$ cat src/rtl/block_mult_sched_pkg.sv
// Shared types, defaults and tile-row address helper for the tiled matrix-multiply sequencer.
package block_mult_sched_pkg;

    localparam int unsigned TILE_DEF   = 4;
    localparam int unsigned TILE_LOG2  = $clog2(TILE_DEF);
    localparam int unsigned NB_W_DEF   = 4;
    localparam int unsigned ADDR_W_DEF = 12;

    typedef enum logic [2:0] {
        StIdle,
        StFeed,
        StDrain,
        StWrite,
        StFin
    } state_e;

    // Row address of row `row` inside block (blk_r, blk_c) of an nblk x nblk block grid.
    // Callers truncate the result to their address width.
    function automatic logic [31:0] tile_row_addr(input logic [31:0] blk_r,
                                                  input logic [31:0] blk_c,
                                                  input logic [31:0] nblk,
                                                  input logic [31:0] row,
                                                  input logic [31:0] tile);
        return (blk_r * nblk + blk_c) * tile + row;
    endfunction

endpackage

$ cat src/rtl/block_mult_sched_if.sv
// A/B row-read channel and C row-writeback channel of the multiply sequencer.
interface block_mult_sched_if #(
    parameter int unsigned ADDR_W = 12
) ();

    logic              rd_valid;
    logic              rd_ready;
    logic [ADDR_W-1:0] a_addr;
    logic [ADDR_W-1:0] b_addr;
    logic              out_valid;
    logic              out_ready;
    logic [ADDR_W-1:0] c_addr;

    modport master (
        output rd_valid,
        output a_addr,
        output b_addr,
        input  rd_ready,
        output out_valid,
        output c_addr,
        input  out_ready
    );

    modport slave (
        input  rd_valid,
        input  a_addr,
        input  b_addr,
        output rd_ready,
        input  out_valid,
        input  c_addr,
        output out_ready
    );

endinterface

$ cat src/rtl/block_addr_gen.sv
// Combinational A/B/C tile-row address generation from the sequencer's loop indices.
module block_addr_gen
    import block_mult_sched_pkg::*;
#(
    parameter int unsigned TILE   = TILE_DEF,
    parameter int unsigned NB_W   = NB_W_DEF,
    parameter int unsigned ADDR_W = ADDR_W_DEF,
    parameter int unsigned BEAT_W = TILE_LOG2
) (
    input  logic [NB_W-1:0]   i_i,
    input  logic [NB_W-1:0]   j_i,
    input  logic [NB_W-1:0]   k_i,
    input  logic [NB_W-1:0]   nblk_i,
    input  logic [BEAT_W-1:0] beat_i,
    input  logic [BEAT_W-1:0] row_i,
    output logic [ADDR_W-1:0] a_addr_o,
    output logic [ADDR_W-1:0] b_addr_o,
    output logic [ADDR_W-1:0] c_addr_o
);

    // A walks block row i along k, B walks block column j along k, C is block (i, j).
    assign a_addr_o = ADDR_W'(tile_row_addr(32'(i_i), 32'(k_i), 32'(nblk_i), 32'(beat_i),
                                            32'(TILE)));
    assign b_addr_o = ADDR_W'(tile_row_addr(32'(k_i), 32'(j_i), 32'(nblk_i), 32'(beat_i),
                                            32'(TILE)));
    assign c_addr_o = ADDR_W'(tile_row_addr(32'(i_i), 32'(j_i), 32'(nblk_i), 32'(row_i),
                                            32'(TILE)));

endmodule

$ cat src/rtl/block_mult_sched.sv
// Tiled matrix-multiply sequencer: feeds A/B rows per (i, j, k), clears array accumulators,
// waits out array drain, then streams the finished C tile to writeback.
module block_mult_sched
    import block_mult_sched_pkg::*;
#(
    parameter int unsigned TILE      = TILE_DEF,
    parameter int unsigned NB_W      = NB_W_DEF,
    parameter int unsigned ADDR_W    = ADDR_W_DEF,
    parameter int unsigned DRAIN_CYC = 2 * TILE - 1
) (
    input  logic              clock,
    input  logic              reset,
    input  logic              start,
    input  logic [NB_W-1:0]   nblk,
    output logic              busy,
    output logic              done,
    output logic [TILE-1:0]   acc_clear,
    block_mult_sched_if.master mem
);

    localparam int unsigned BEAT_W  = $clog2(TILE);
    localparam int unsigned DRAIN_W = (DRAIN_CYC > 1) ? $clog2(DRAIN_CYC) : 1;
    localparam logic [BEAT_W-1:0]  LastBeat  = BEAT_W'(TILE - 1);
    localparam logic [DRAIN_W-1:0] LastDrain = DRAIN_W'(DRAIN_CYC - 1);

    state_e             state_q, state_d;
    logic [NB_W-1:0]    nblk_q, nblk_d;
    logic [NB_W-1:0]    i_q, i_d;
    logic [NB_W-1:0]    j_q, j_d;
    logic [NB_W-1:0]    k_q, k_d;
    logic [BEAT_W-1:0]  beat_q, beat_d;
    logic [DRAIN_W-1:0] drain_q, drain_d;
    logic [TILE-1:0]    acc_q;
    logic               load_clear;
    logic [NB_W-1:0]    last_blk;

    logic [ADDR_W-1:0]  a_raw, b_raw, c_raw;

    assign last_blk = nblk_q - NB_W'(1);

    always_comb begin
        state_d    = state_q;
        nblk_d     = nblk_q;
        i_d        = i_q;
        j_d        = j_q;
        k_d        = k_q;
        beat_d     = beat_q;
        drain_d    = drain_q;
        load_clear = 1'b0;

        unique case (state_q)
            StIdle: begin
                if (start) begin
                    if (nblk != '0) begin
                        nblk_d  = nblk;
                        i_d     = '0;
                        j_d     = '0;
                        k_d     = '0;
                        beat_d  = '0;
                        state_d = StFeed;
                    end else begin
                        state_d = StFin;
                    end
                end
            end

            StFeed: begin
                if (mem.rd_ready) begin
                    // First accepted beat of a new (i, j) tile starts the clear wave.
                    if (beat_q == '0 && k_q == '0) begin
                        load_clear = 1'b1;
                    end
                    if (beat_q == LastBeat) begin
                        beat_d = '0;
                        if (k_q != last_blk) begin
                            k_d = k_q + NB_W'(1);
                        end else begin
                            k_d     = '0;
                            drain_d = '0;
                            state_d = StDrain;
                        end
                    end else begin
                        beat_d = beat_q + BEAT_W'(1);
                    end
                end
            end

            StDrain: begin
                if (drain_q == LastDrain) begin
                    drain_d = '0;
                    beat_d  = '0;
                    state_d = StWrite;
                end else begin
                    drain_d = drain_q + DRAIN_W'(1);
                end
            end

            StWrite: begin
                if (mem.out_ready) begin
                    if (beat_q == LastBeat) begin
                        beat_d  = '0;
                        state_d = StFeed;
                        if (j_q == last_blk) begin
                            j_d = '0;
                            if (i_q == last_blk) begin
                                i_d     = '0;
                                state_d = StFin;
                            end else begin
                                i_d = i_q + NB_W'(1);
                            end
                        end else begin
                            j_d = j_q + NB_W'(1);
                        end
                    end else begin
                        beat_d = beat_q + BEAT_W'(1);
                    end
                end
            end

            StFin: begin
                state_d = StIdle;
            end

            default: begin
                state_d = StIdle;
            end
        endcase
    end

    always_ff @(posedge clock or negedge reset) begin
        if (!reset) begin
            state_q <= StIdle;
            nblk_q  <= '0;
            i_q     <= '0;
            j_q     <= '0;
            k_q     <= '0;
            beat_q  <= '0;
            drain_q <= '0;
            acc_q   <= '0;
        end else begin
            state_q <= state_d;
            nblk_q  <= nblk_d;
            i_q     <= i_d;
            j_q     <= j_d;
            k_q     <= k_d;
            beat_q  <= beat_d;
            drain_q <= drain_d;
            // Shifts every clock so the skew stays aligned with the array even under stalls.
            acc_q   <= {acc_q[TILE-2:0], load_clear};
        end
    end

    block_addr_gen #(
        .TILE   (TILE),
        .NB_W   (NB_W),
        .ADDR_W (ADDR_W),
        .BEAT_W (BEAT_W)
    ) u_addr_gen (
        .i_i      (i_q),
        .j_i      (j_q),
        .k_i      (k_q),
        .nblk_i   (nblk_q),
        .beat_i   (beat_q),
        .row_i    (beat_q),
        .a_addr_o (a_raw),
        .b_addr_o (b_raw),
        .c_addr_o (c_raw)
    );

    // All outputs decode from registered state only; ready never reaches them combinationally.
    assign mem.rd_valid  = (state_q == StFeed);
    assign mem.out_valid = (state_q == StWrite);
    assign mem.a_addr    = mem.rd_valid ? a_raw : '0;
    assign mem.b_addr    = mem.rd_valid ? b_raw : '0;
    assign mem.c_addr    = mem.out_valid ? c_raw : '0;
    assign busy          = (state_q == StFeed) || (state_q == StDrain) || (state_q == StWrite);
    assign done          = (state_q == StFin);
    assign acc_clear     = acc_q;

endmodule

$ cat src/flat_wrapper.sv
// flat-port wrapper written by rule: the top's interface ports become plain ports
module block_mult_sched_flat import block_mult_sched_pkg::*;
#(
    parameter int unsigned TILE      = TILE_DEF,
    parameter int unsigned NB_W      = NB_W_DEF,
    parameter int unsigned ADDR_W    = ADDR_W_DEF,
    parameter int unsigned DRAIN_CYC = 2 * TILE - 1
)
  (clock, reset, start, nblk, busy, done, acc_clear, mem_rd_valid, mem_a_addr, mem_b_addr, mem_rd_ready, mem_out_valid, mem_c_addr, mem_out_ready);
  block_mult_sched_if #(.ADDR_W(ADDR_W)) mem_i ();
  input  logic clock;
  input  logic reset;
  input  logic start;
  input  logic [NB_W-1:0] nblk;
  output logic busy;
  output logic done;
  output logic [TILE-1:0] acc_clear;
  output wire logic [$bits(mem_i.rd_valid)-1:0] mem_rd_valid;
  output wire logic [$bits(mem_i.a_addr)-1:0] mem_a_addr;
  output wire logic [$bits(mem_i.b_addr)-1:0] mem_b_addr;
  input wire logic [$bits(mem_i.rd_ready)-1:0] mem_rd_ready;
  output wire logic [$bits(mem_i.out_valid)-1:0] mem_out_valid;
  output wire logic [$bits(mem_i.c_addr)-1:0] mem_c_addr;
  input wire logic [$bits(mem_i.out_ready)-1:0] mem_out_ready;
  assign mem_rd_valid = mem_i.rd_valid;
  assign mem_a_addr = mem_i.a_addr;
  assign mem_b_addr = mem_i.b_addr;
  assign mem_i.rd_ready = mem_rd_ready;
  assign mem_out_valid = mem_i.out_valid;
  assign mem_c_addr = mem_i.c_addr;
  assign mem_i.out_ready = mem_out_ready;
  block_mult_sched #(.TILE(TILE), .NB_W(NB_W), .ADDR_W(ADDR_W), .DRAIN_CYC(DRAIN_CYC)) u_core (.clock(clock), .reset(reset), .start(start), .nblk(nblk), .busy(busy), .done(done), .acc_clear(acc_clear), .mem(mem_i));
endmodule
$ cat config.mk
export PLATFORM = sky130hd
export DESIGN_NAME = block_mult_sched_flat
export DESIGN_NICKNAME = d
export VERILOG_FILES = /design/src/rtl/block_mult_sched_pkg.sv /design/src/rtl/block_mult_sched_if.sv /design/src/rtl/block_addr_gen.sv /design/src/rtl/block_mult_sched.sv /design/src/flat_wrapper.sv
export SDC_FILE = /design/constraint.sdc
export NUM_CORES = 1
export LEC_CHECK = 0
export CORE_ASPECT_RATIO = 0.7
export CORE_MARGIN = 1
export CORE_UTILIZATION = 25
export DETAILED_ROUTE_END_ITERATION = 6
export PLACE_DENSITY_LB_ADDON = 0.3
export SLEW_MARGIN = 20
export SYNTH_ARGS = -nofsm -noshare
export SYNTH_HDL_FRONTEND = slang
export SYNTH_HIERARCHICAL = 1
export SYNTH_SLANG_ARGS = --single-unit
$ cat constraint.sdc
create_clock -name clock -period 5.2 [get_ports clock]
set_input_delay 0.52 -clock clock [delete_from_list [all_inputs] [get_ports clock]]
set_output_delay 0.52 -clock clock [all_outputs]
set_load 0.05 [all_outputs]
==> reports/qor.yml, run 1 <==
route:
  drc: 0
  vias: 2962
  wire_per_inst_microns: 13.18
  vias_per_cell: 4.557
  first_pass_iters: 4
  routed_wirelength_microns: 8566
  drtIter0Drc: 101
  drtAntennaViolNets: 0
floorplan:
  fp.dieW_microns: 146.0
  num_io_pins: 53
  die_h_microns: 102.8
  dieArea_sq_um: 15000
  core_sq_um: 14050
  rows: 36
  start_util_pct: 25.81
global_route:
  grt_first_pass_wirelength_microns: 13750
  antenna_found_initial: 0
  grt_overflow_total: 0
  track_usage_pct: 11.35
  grt_pass1_vias: 2827
  grt_max_degree: 29
placed_design:
  placed_cell_area_sq_um: 4307
  port_buffers: 49
  place.gp.congestion: 0.8022
  dp_hpwl_microns: 6830
finish:
  final_area_sq_um: 4438
  nets: 529
  drive_above_1_share_pct: 8.043
  diodes: 0
  fillers: 1500
  syn_to_final_growth_pct: 22.35
sta:
  relSlewSlack_pct: 47.03
  setup_violations: 0
  tightest_slew_ps: 784.3
  setup_tns_ps: 0
  holdWs_ps: 377.7
  skew_ps: 6.172
  hold_viol: 0
  rsz0062_at_grt: "no"
  fmax_ghz: 0.1989
  period_share_pct: 96.66
  fin_crit_ps: 5027
  drv_slew: 0
power:
  switchingPower_mw: 0.9902
  ir_worst_vdd_mv: 0.3125
  sw_frac_of_total_pct: 50.58
  intPower_mw: 0.9677
  p_seq_share_pct: 23.5
  cellPowerDensity_nw_per_um2: 441.2
  p_leak_nw: 2.309
  pwr-share-clk_pct: 11.7
  combPwrFrac_pct: 64.8
yosys:
  synthTopCellsByArea: "dfrtp_1 (19%), ha_1 (16%), and2_1 (10%), fa_1 (7.2%), xor2_1 (4.1%)"
  yosysTopAreaCell: "dfrtp_1"
  synth_xor_area_share_pct: 10.28
  synth_cells: 415
  ys_top_cells_by_count: "and2_1 (58), ha_1 (46), inv_1 (37)"
  syn_area_per_cell_sq_um: 8.740
  synth_adder_area_share_pct: 23.04
  synth_mux_area_share_pct: 1.552
  synth_compound_area_share_pct: 13.63
  ys_warn_count: 6
  synth-simple-area-share_pct: 24.91
  synth-seq-cells: 28
  synth_async_sr_flop_share_pct: 100.0
  synth_top_family_by_area: "simple AND/OR/NAND/NOR gates"
  syn_area_sq_um: 3627
  yosysUniqueCellTypes: 65
  synth_edf_count: 0
  synth.top_cell.area_share_pct: 19.32
  ys_seq_area_share_pct: 19.32
  yosysMostFrequentCell: "and2_1"
  synth_top_flop_cell: "dfrtp_1"
worst_setup_path:
  start_kind: "flip-flop"
  r2r_start: "u_core/nblk_q[0]$_DFFE_PN0P_"
  critPathKind: "flip-flop to primary output"
  end_kind: "primary output"
  worstPathMaxFanout: 12
  worst-endpoint-arrival_ps: 4510
  required_ps: 4680
  crit_start: "u_core/nblk_q[3]$_DFFE_PN0P_"
clock_tree:
  cts_buffers: 3
  cts_tree: "yes"
  clock_path_buffers: 2
  insertion_delay_ps: 260
  cts.sinks: 28
  cts-root-buf: "clkbuf_16"
  htreeDepth: 1
  post_cts_buffers: 0
  path_clk_slew_ps: 70
  postCtsHoldBufs: 0
worst_hold_path:
  worstHoldStart: "u_core/acc_clear[2]$_DFF_PN0_"
  hold_class: "flip-flop to flip-flop"
run:
  drv_cap: 0
status:
  outcome: "complete, no violations"
## kinds of logic (layout without fill, tap and decap cells)
logic type	after synthesis	after routing
buffers and inverters	56	99
flip-flops	28	28
multiplexers	5	5
other	1	3
AO/OA/AOI/OAI	71	71
XOR/XNOR	36	36
AND/OR/NAND/NOR	159	159
adder cells (fa/ha/maj)	59	59
## path summary, 6_finish.rpt
kind	endpoint	slack (ps)	cells past startpoint
min reg2reg	u_core/acc_clear[3]$_DFF_PN0_	380	0
max	mem_a_addr[7]	170	13
min	u_core/acc_clear[3]$_DFF_PN0_	380	0
min in group asynchronous	u_core/k_q[0]$_DFFE_PN0P_	640	2
max in group asynchronous	u_core/nblk_q[2]$_DFFE_PN0P_	4270	2
max reg2reg	u_core/state_q[2]$_DFFE_PN0P_	2530	7
## layout make-up
cell class / count / area (sq um) / area share (%)
multi-input cells: 333 / 2674 / 60.25
clock buffers: 3 / 75.07 / 1.692
inverters: 37 / 138.9 / 3.129
well taps: 190 / 237.7 / 5.357
clock inverters: 1 / 30.03 / 0.6766
repair buffers: 58 / 580.6 / 13.08
flip-flops and latches: 28 / 701.9 / 15.82
## per-layer routing
| layer | global-route usage [%] | vias up | routed length [microns] |
|---|---|---|---|
| li1 | - | 1486 | - |
| met1 | 15.56 | 1413 | 4403 |
| met2 | 19.69 | 61 | 3848 |
| met3 | 1.549 | 2 | 302 |
| met4 | 1.362 | 0 | 11 |
| met5 | 0 | - | 0 |
## repair_timing
action                     CTS  global route
hold endpoints to repair     0             0
gates resized for setup      0            11
setup endpoints to repair    0            12
## sequential cells by signal, indices dropped and copies added, names as in the netlist
register and flops:
u_core/i_q 4, u_core/beat_q 2, u_core/drain_q 3, u_core/j_q 4
u_core/nblk_q 4, u_core/state_q 3, u_core/k_q 4, u_core/acc_clear 4
## power groups by stage
stage	logic [mW]	clock network (mW)	registers [mW]
finish	1.27	0.229	0.459
CTS	1.29	0.239	0.457
global placement	1.26	0	0.456
global route	1.41	0.244	0.480
floorplan	0.978	0	0.421
detailed placement	1.28	0	0.462
## cells in the final DEF (no fill, tap or decap), drive strengths merged, types with 11 or more instances in the layout
master          n
xnor2          15
xor2           18
nand2          30
a21oi          13
fa             13
clkdlybuf4s50  38
o21ai          19
dfrtp          28
nor2           19
inv            37
nor3           11
ha             46
and2           58
## through the flow
step / util [%] / setup slack [ps] / std cells / power, mW
after floorplan: - / 1043 / 417 / 1.399
after global placement: 30.64 / 383.2 / 646 / 1.718
after detailed placement: 30.64 / 336.9 / 646 / 1.744
after CTS: 31.39 / 39.38 / 650 / 1.985
after global routing: 31.58 / 0.5245 / 650 / 2.130
final: 31.58 / 173.5 / 650 / 1.958
## worst max-delay path: stages (launching register included)
cell             delay (ps)
dfrtp_1                 580
nand2_1                 150
fa_1                    560
inv_1                    60
fa_1                    560
inv_1                    60
fa_1                    530
inv_1                    50
ha_1                    310
nor2b_1                 150
o21bai_1                170
xnor2_1                 130
and2_1                  130
clkdlybuf4s50_1         810
Power figures use the tool's default switching activity.
==> inputs of run 2 (changes only) <==
- CORE_UTILIZATION: 25 -> 50
==> run 2 against run 1 <==
Clock skew down 4.1 ps. Register-to-register slack better by 80 ps. Sequential cell count unchanged. Sequential share of layout area up 0.72 points. First-iteration DRC count up 61%.
==> reports/qor.yml, run 2 (synthesized netlist as in run 1, its figures left out) <==
status:
  outcome: "complete, no violations"  # unchanged
worst_setup_path:
  critPathKind: "flip-flop to primary output"  # unchanged
  worstPathMaxFanout: 8  # was 12
  worst-endpoint-arrival_ps: 4470  # was 4510 ps
  slowest_stage: "clkdlybuf4s50_1"  # unchanged
  end_kind: "primary output"  # unchanged
  crit_chain: "nand2_1 -> fa_1 -> inv_1 -> fa_1 -> inv_1 -> fa_1 -> inv_1 -> ha_1 -> a21oi_1 -> nor3_1 -> xor2_1 -> and2_1 -> clkdlybuf4s50_1"  # was nand2_1 -> fa_1 -> inv_1 -> fa_1 -> inv_1 -> fa_1 -> inv_1 -> ha_1 -> nor2b_1 -> o21bai_1 -> xnor2_1 -> and2_1 -> clkdlybuf4s50_1
  rr_worst_depth: 7  # unchanged
  required_ps: 4680  # about the same
  slowest_delay_ps: 790  # was 810 ps
  start_kind: "flip-flop"  # unchanged
sta:
  hold_viol: 0  # unchanged
  skew_ps: 2.065  # was 6.172 ps
  relSlewSlack_pct: 48.70  # was 47.03%
  drv_slew: 0  # unchanged
  period_share_pct: 95.89  # was 96.66%
  setup_slack_ps: 213.5  # was 173.5 ps
  rsz0062_at_grt: "no"  # unchanged
  holdWs_ps: 381.4  # was 377.7 ps
  setup_tns_ps: 0  # unchanged
  setup_violations: 0  # unchanged
  tightest_slew_ps: 759.5  # was 784.3 ps
  fin_crit_ps: 4987  # was 5027 ps
  fmax_ghz: 0.2005  # was 0.1989 GHz
placed_design:
  place.gp.congestion: 0.8522  # was 0.8022
  port_buffers: 49  # unchanged
  place_ws_ps: 516.5  # was 336.9 ps
  placed_cell_area_sq_um: 4187  # was 4307 sq um
  placed_cells: 550  # was 646
  dp_hpwl_microns: 6221  # was 6830 microns
route:
  vias: 3001  # was 2962
  drc: 0  # unchanged
  first_pass_iters: 4  # unchanged
  drtIter0Drc: 163  # was 101
  drtAntennaViolNets: 0  # unchanged
  routed_wirelength_microns: 7870  # was 8566 microns
  vias_per_cell: 5.427  # was 4.557
  wire_per_inst_microns: 14.23  # was 13.18 microns
floorplan:
  fp.dieW_microns: 103.8  # was 146.0 microns
  rows: 25  # was 36
  dieArea_sq_um: 7604  # was 15000 sq um
  die_h_microns: 73.26  # was 102.8 microns
  num_io_pins: 53  # unchanged
  core_sq_um: 6882  # was 14050 sq um
  start_util_pct: 52.71  # was 25.81%
clock_tree:
  path_clk_slew_ps: 90  # was 70 ps
  cts_buffers: 3  # unchanged
  clock_path_buffers: 2  # unchanged
  insertion_delay_ps: 270  # was 260 ps
  cts_tree: "yes"  # unchanged
  post_cts_buffers: 0  # unchanged
  cts.sinks: 28  # unchanged
  cts-root-buf: "clkbuf_8"  # was clkbuf_16
  htreeDepth: 1  # unchanged
power:
  ir_worst_vdd_mv: 0.3505  # was 0.3125 mV
  p_leak_nw: 2.168  # was 2.309 nW
  p_total_mw: 1.833  # was 1.958 mW
  cellPowerDensity_nw_per_um2: 432.6  # was 441.2 nW/um^2
finish:
  diodes: 0  # unchanged
  multi_input_area_sq_um: 2674  # unchanged
  fin_util_pct: 61.58  # was 31.58%
  seq_area_sq_um: 700.7  # was 701.9 sq um
  nets: 529  # unchanged
  layout_common_cells: "and2_1 (58), ha_1 (46), clkdlybuf4s50_1 (44), inv_1 (37), nand2_1 (29)"  # was and2_1 (58), ha_1 (46), clkdlybuf4s50_1 (38), inv_1 (37), nand2_1 (29)
  final_common_cell: "and2_1"  # unchanged
  final_area_sq_um: 4238  # was 4438 sq um
  instances_no_fill: 553  # was 650
  syn_to_final_growth_pct: 16.83  # was 22.35%
  fillers: 604  # was 1500
  drive_above_1_share_pct: 7.625  # was 8.043%
worst_hold_path:
  hold-path-cell-count: 0  # unchanged
  hold_class: "flip-flop to flip-flop"  # unchanged
global_route:
  antenna_found_initial: 0  # unchanged
  track_usage_pct: 20.72  # was 11.35%
  grt_max_degree: 29  # unchanged
  grt_first_pass_wirelength_microns: 12790  # was 13750 microns
  grt_overflow_total: 0  # unchanged
  grt_pass1_vias: 2674  # was 2827
run:
  drv_cap: 0  # unchanged
run 2: changes by cell type in the layout (fill, tap and decap cells not counted):
cell and change:
clkdlybuf4s50_1 +6, dfrtp_2 -1, dlymetal6s2s_1 -6, bufinv_16 -1, clkbuf_16 -3, dfrtp_1 +1
clkbuf_8 +3
run 2: what timing repair did:
action / in CTS / in global routing
resized for setup: 0 / 4
setup endpoints to repair: 0 / 4
hold buffers: 0 / 0
run 2: cell type report:
cell class | instances | share of cell area (%)
Tap cell | 94 | 2.775
Sequential cell | 28 | 16.53
Clock buffer | 3 | 0.9743
Inverter | 37 | 3.277
Multi-Input combinational cell | 333 | 63.09
Timing Repair Buffer | 58 | 13.35
run 2: worst paths after layout:
path / from / end / slack [ps]
hold / removal: u_core/acc_clear[1]$_DFF_PN0_ / u_core/acc_clear[2]$_DFF_PN0_ / 380
setup / recovery: u_core/nblk_q[3]$_DFFE_PN0P_ / mem_a_addr[8] / 210
min in group asynchronous: reset / u_core/acc_clear[3]$_DFF_PN0_ / 610
setup reg to reg: u_core/nblk_q[0]$_DFFE_PN0P_ / u_core/state_q[2]$_DFFE_PN0P_ / 2610
max in group asynchronous: reset / u_core/state_q[2]$_DFFE_PN0P_ / 4320
hold reg to reg: u_core/acc_clear[1]$_DFF_PN0_ / u_core/acc_clear[2]$_DFF_PN0_ / 380
run 2: critical path, delay by kind of cell, from the launching register on:
| kind | cells | cell delay, ps |
|---|---|---|
| compound gates | 1 | 280 |
| xor+xnor | 1 | 130 |
| fa+ha+maj | 4 | 1950 |
| buf+inv | 4 | 970 |
| flops | 1 | 510 |
| simple gates | 3 | 360 |
run 2: report_power, final:
part	leakage, nW	switching [mW]	total [mW]	internal [mW]
Clock	0.0216	0.0646	0.117	0.0520
Sequential	0.365	0.152	0.441	0.289
Combinational	1.78	0.749	1.28	0.527
Total	2.17	0.965	1.83	0.868
run 2: routing by layer:
metal,GRT usage [%],vias up,wire [microns],share of wire (%)
met5,0,-,0,0
met4,2.698,0,77,0.98
met3,1.775,6,370,4.7
met2,36.37,74,3622,46
met1,28.95,1439,3799,48
li1,-,1482,-,-
==> inputs of run 3 (changes only) <==
- REMOVE_ABC_BUFFERS: default -> 1
==> run 3 against run 2 <==
Count of clock-buffer cells in the layout increased by 1. Power increased by 2.6%. Cell count increased by 0.18%. Register-to-register slack got worse by 80 ps. Critical path depth unchanged. Sequential cell count unchanged. Fmax decreased by 0.94%. Critical path type unchanged. Highest routed layer unchanged.
==> reports/qor.yml, run 3 (synthesized netlist as in run 1, its figures left out) <==
global_route:
  antenna_found_initial: 0  # unchanged
  grt_max_degree: 29  # unchanged
  grt_pass1_vias: 2802  # was 2674
  grt_first_pass_wirelength_microns: 13870  # was 12790 microns
  busiest_layer: "met1"  # was met2
  track_usage_pct: 22.87  # was 20.72%
  gr-usage-met1_pct: 34.96  # was 28.95%
  grt_overflow_total: 0  # unchanged
  grtUsageMet3_pct: 3.993  # was 1.775%
  grtUsageMet2_pct: 34.37  # was 36.37%
floorplan:
  dieArea_sq_um: 7604  # unchanged
  start_util_pct: 52.71  # unchanged
  fp.dieW_microns: 103.8  # unchanged
  rows: 25  # unchanged
  die_h_microns: 73.26  # unchanged
  core_sq_um: 6882  # unchanged
  num_io_pins: 53  # unchanged
worst_hold_path:
  hold_class: "flip-flop to flip-flop"  # unchanged
  worstHoldStart: "u_core/acc_clear[2]$_DFF_PN0_"  # was u_core/acc_clear[1]$_DFF_PN0_
sta:
  setup_tns_ps: 0  # unchanged
  drv_slew: 0  # unchanged
  skew_ps: 9.662  # was 2.065 ps
  fmax_ghz: 0.1987  # was 0.2005 GHz
  rsz0062_at_grt: "no"  # unchanged
  holdWs_ps: 384.2  # was 381.4 ps
  fin_crit_ps: 5034  # was 4987 ps
  setup_violations: 0  # unchanged
  tightest_slew_ps: 881.8  # was 759.5 ps
  relSlewSlack_pct: 40.45  # was 48.70%
  hold_viol: 0  # unchanged
  period_share_pct: 96.80  # was 95.89%
  setup_slack_ps: 166.4  # was 213.5 ps
worst_setup_path:
  end_kind: "primary output"  # unchanged
  required_ps: 4680  # about the same
  start_kind: "flip-flop"  # unchanged
  slowest_stage: "clkdlybuf4s50_1"  # unchanged
  crit_start: "u_core/nblk_q[3]$_DFFE_PN0P_"  # unchanged
  critPathKind: "flip-flop to primary output"  # unchanged
  worst-endpoint-arrival_ps: 4510  # was 4470 ps
  slowest_delay_ps: 800  # was 790 ps
  r2r_start: "u_core/nblk_q[0]$_DFFE_PN0P_"  # unchanged
  worstPathMaxFanout: 7  # was 8
  crit_chain: "nand2_1 -> fa_1 -> inv_1 -> fa_1 -> inv_1 -> fa_1 -> inv_1 -> ha_1 -> nor2b_1 -> o211ai_1 -> xor2_1 -> and2_1 -> clkdlybuf4s50_1"  # was nand2_1 -> fa_1 -> inv_1 -> fa_1 -> inv_1 -> fa_1 -> inv_1 -> ha_1 -> a21oi_1 -> nor3_1 -> xor2_1 -> and2_1 -> clkdlybuf4s50_1
finish:
  multi_input_area_sq_um: 2674  # unchanged
  drive_above_1_share_pct: 7.826  # was 7.625%
  diodes: 0  # unchanged
  nets: 529  # unchanged
  layout_common_cells: "and2_1 (58), clkdlybuf4s50_1 (46), ha_1 (46), inv_1 (37), nand2_1 (29)"  # was and2_1 (58), ha_1 (46), clkdlybuf4s50_1 (44), inv_1 (37), nand2_1 (29)
  seq_area_sq_um: 700.7  # unchanged
  fillers: 613  # was 604
  syn_to_final_growth_pct: 17.07  # was 16.83%
  final_common_cell: "and2_1"  # unchanged
  instances_no_fill: 554  # was 553
clock_tree:
  postCtsHoldBufs: 0  # unchanged
  cts.sinks: 28  # unchanged
  cts_tree: "yes"  # unchanged
  clock_path_buffers: 2  # unchanged
  path_clk_slew_ps: 100  # was 90 ps
  cts-root-buf: "clkbuf_8"  # unchanged
  htreeDepth: 1  # unchanged
  cts_buffers: 3  # unchanged
  cts_resized: 0  # unchanged
  post_cts_buffers: 0  # unchanged
  insertion_delay_ps: 280  # was 270 ps
power:
  p_leak_nw: 2.137  # was 2.168 nW
  cellPowerDensity_nw_per_um2: 443.1  # was 432.6 nW/um^2
  ir_worst_vdd_mv: 0.2460  # was 0.3505 mV
route:
  first_pass_iters: 7  # was 4
  wire_per_inst_microns: 15.11  # was 14.23 microns
  vias: 3072  # was 3001
  vias_per_cell: 5.545  # was 5.427
  routed_wirelength_microns: 8370  # was 7870 microns
  drc: 0  # unchanged
  drtAntennaViolNets: 0  # unchanged
  drtIter0Drc: 210  # was 163
placed_design:
  placed_cells: 550  # unchanged
  dp_hpwl_microns: 6489  # was 6221 microns
  place_ws_ps: 494.6  # was 516.5 ps
  port_buffers: 49  # unchanged
  place.gp.congestion: 0.8300  # was 0.8522
status:
  outcome: "complete, no violations"  # unchanged
run:
  drv_cap: 0  # unchanged
[run 3: cell count changes in the layout (fill, tap and decap cells not counted)]
cell / previous run / this run
dlymetal6s2s_1: 4 / 2
clkbuf_8: 3 / 4
clkdlybuf4s50_1: 44 / 46
[run 3: path summary, 6_finish.rpt]
check	end	slack (ps)	depth (start not counted)
max	mem_a_addr[9]	170	13
min	u_core/acc_clear[3]$_DFF_PN0_	380	0
max reg2reg	u_core/state_q[2]$_DFFE_PN0P_	2530	7
min reg2reg	u_core/acc_clear[3]$_DFF_PN0_	380	0
max in group asynchronous	u_core/beat_q[1]$_DFFE_PN0P_	4300	2
min in group asynchronous	u_core/acc_clear[2]$_DFF_PN0_	620	2
[run 3: critical path, delay by kind of cell, from the launching register on]
family | cells | cell delay, ps
buffers and inverters | 4 | 1000
adders and majority gates | 4 | 1970
DFF | 1 | 470
xor gates and xnor gates | 1 | 170
and+or+nand+nor | 3 | 430
AOI/OAI and AO/OA | 1 | 190
[run 3: per-stage QoR]
stage / util (%) / power (mW) / instance area (sq um)
2_1_floorplan: - / 1.343 / 3513
3_3_place_gp: 60.84 / 1.693 / 4187
3_5_place_dp: 60.84 / 1.734 / 4187
4_1_cts: 61.64 / 1.878 / 4242
5_1_grt: 61.71 / 2.032 / 4247
6_report: 61.71 / 1.882 / 4247
[run 3: area by class of cell]
cell class	instances	area share, %
well taps	94	2.770
repair buffers	58	13.20
inverters	37	3.270
flip-flops and latches	28	16.50
multi-input cells	333	62.96
clock buffers	4	1.296
[run 3: metal layers]
layer	share of wire, %	wire, microns
met5	0	0
met4	0.26	22
met3	6.4	533
met2	44	3684
met1	49	4130
[run 3: report_power, final]
| group | internal, mW | total [mW] | switching [mW] |
|---|---|---|---|
| Combinational | 0.532 | 1.30 | 0.767 |
| Sequential | 0.289 | 0.443 | 0.154 |
| Clock | 0.0680 | 0.141 | 0.0725 |
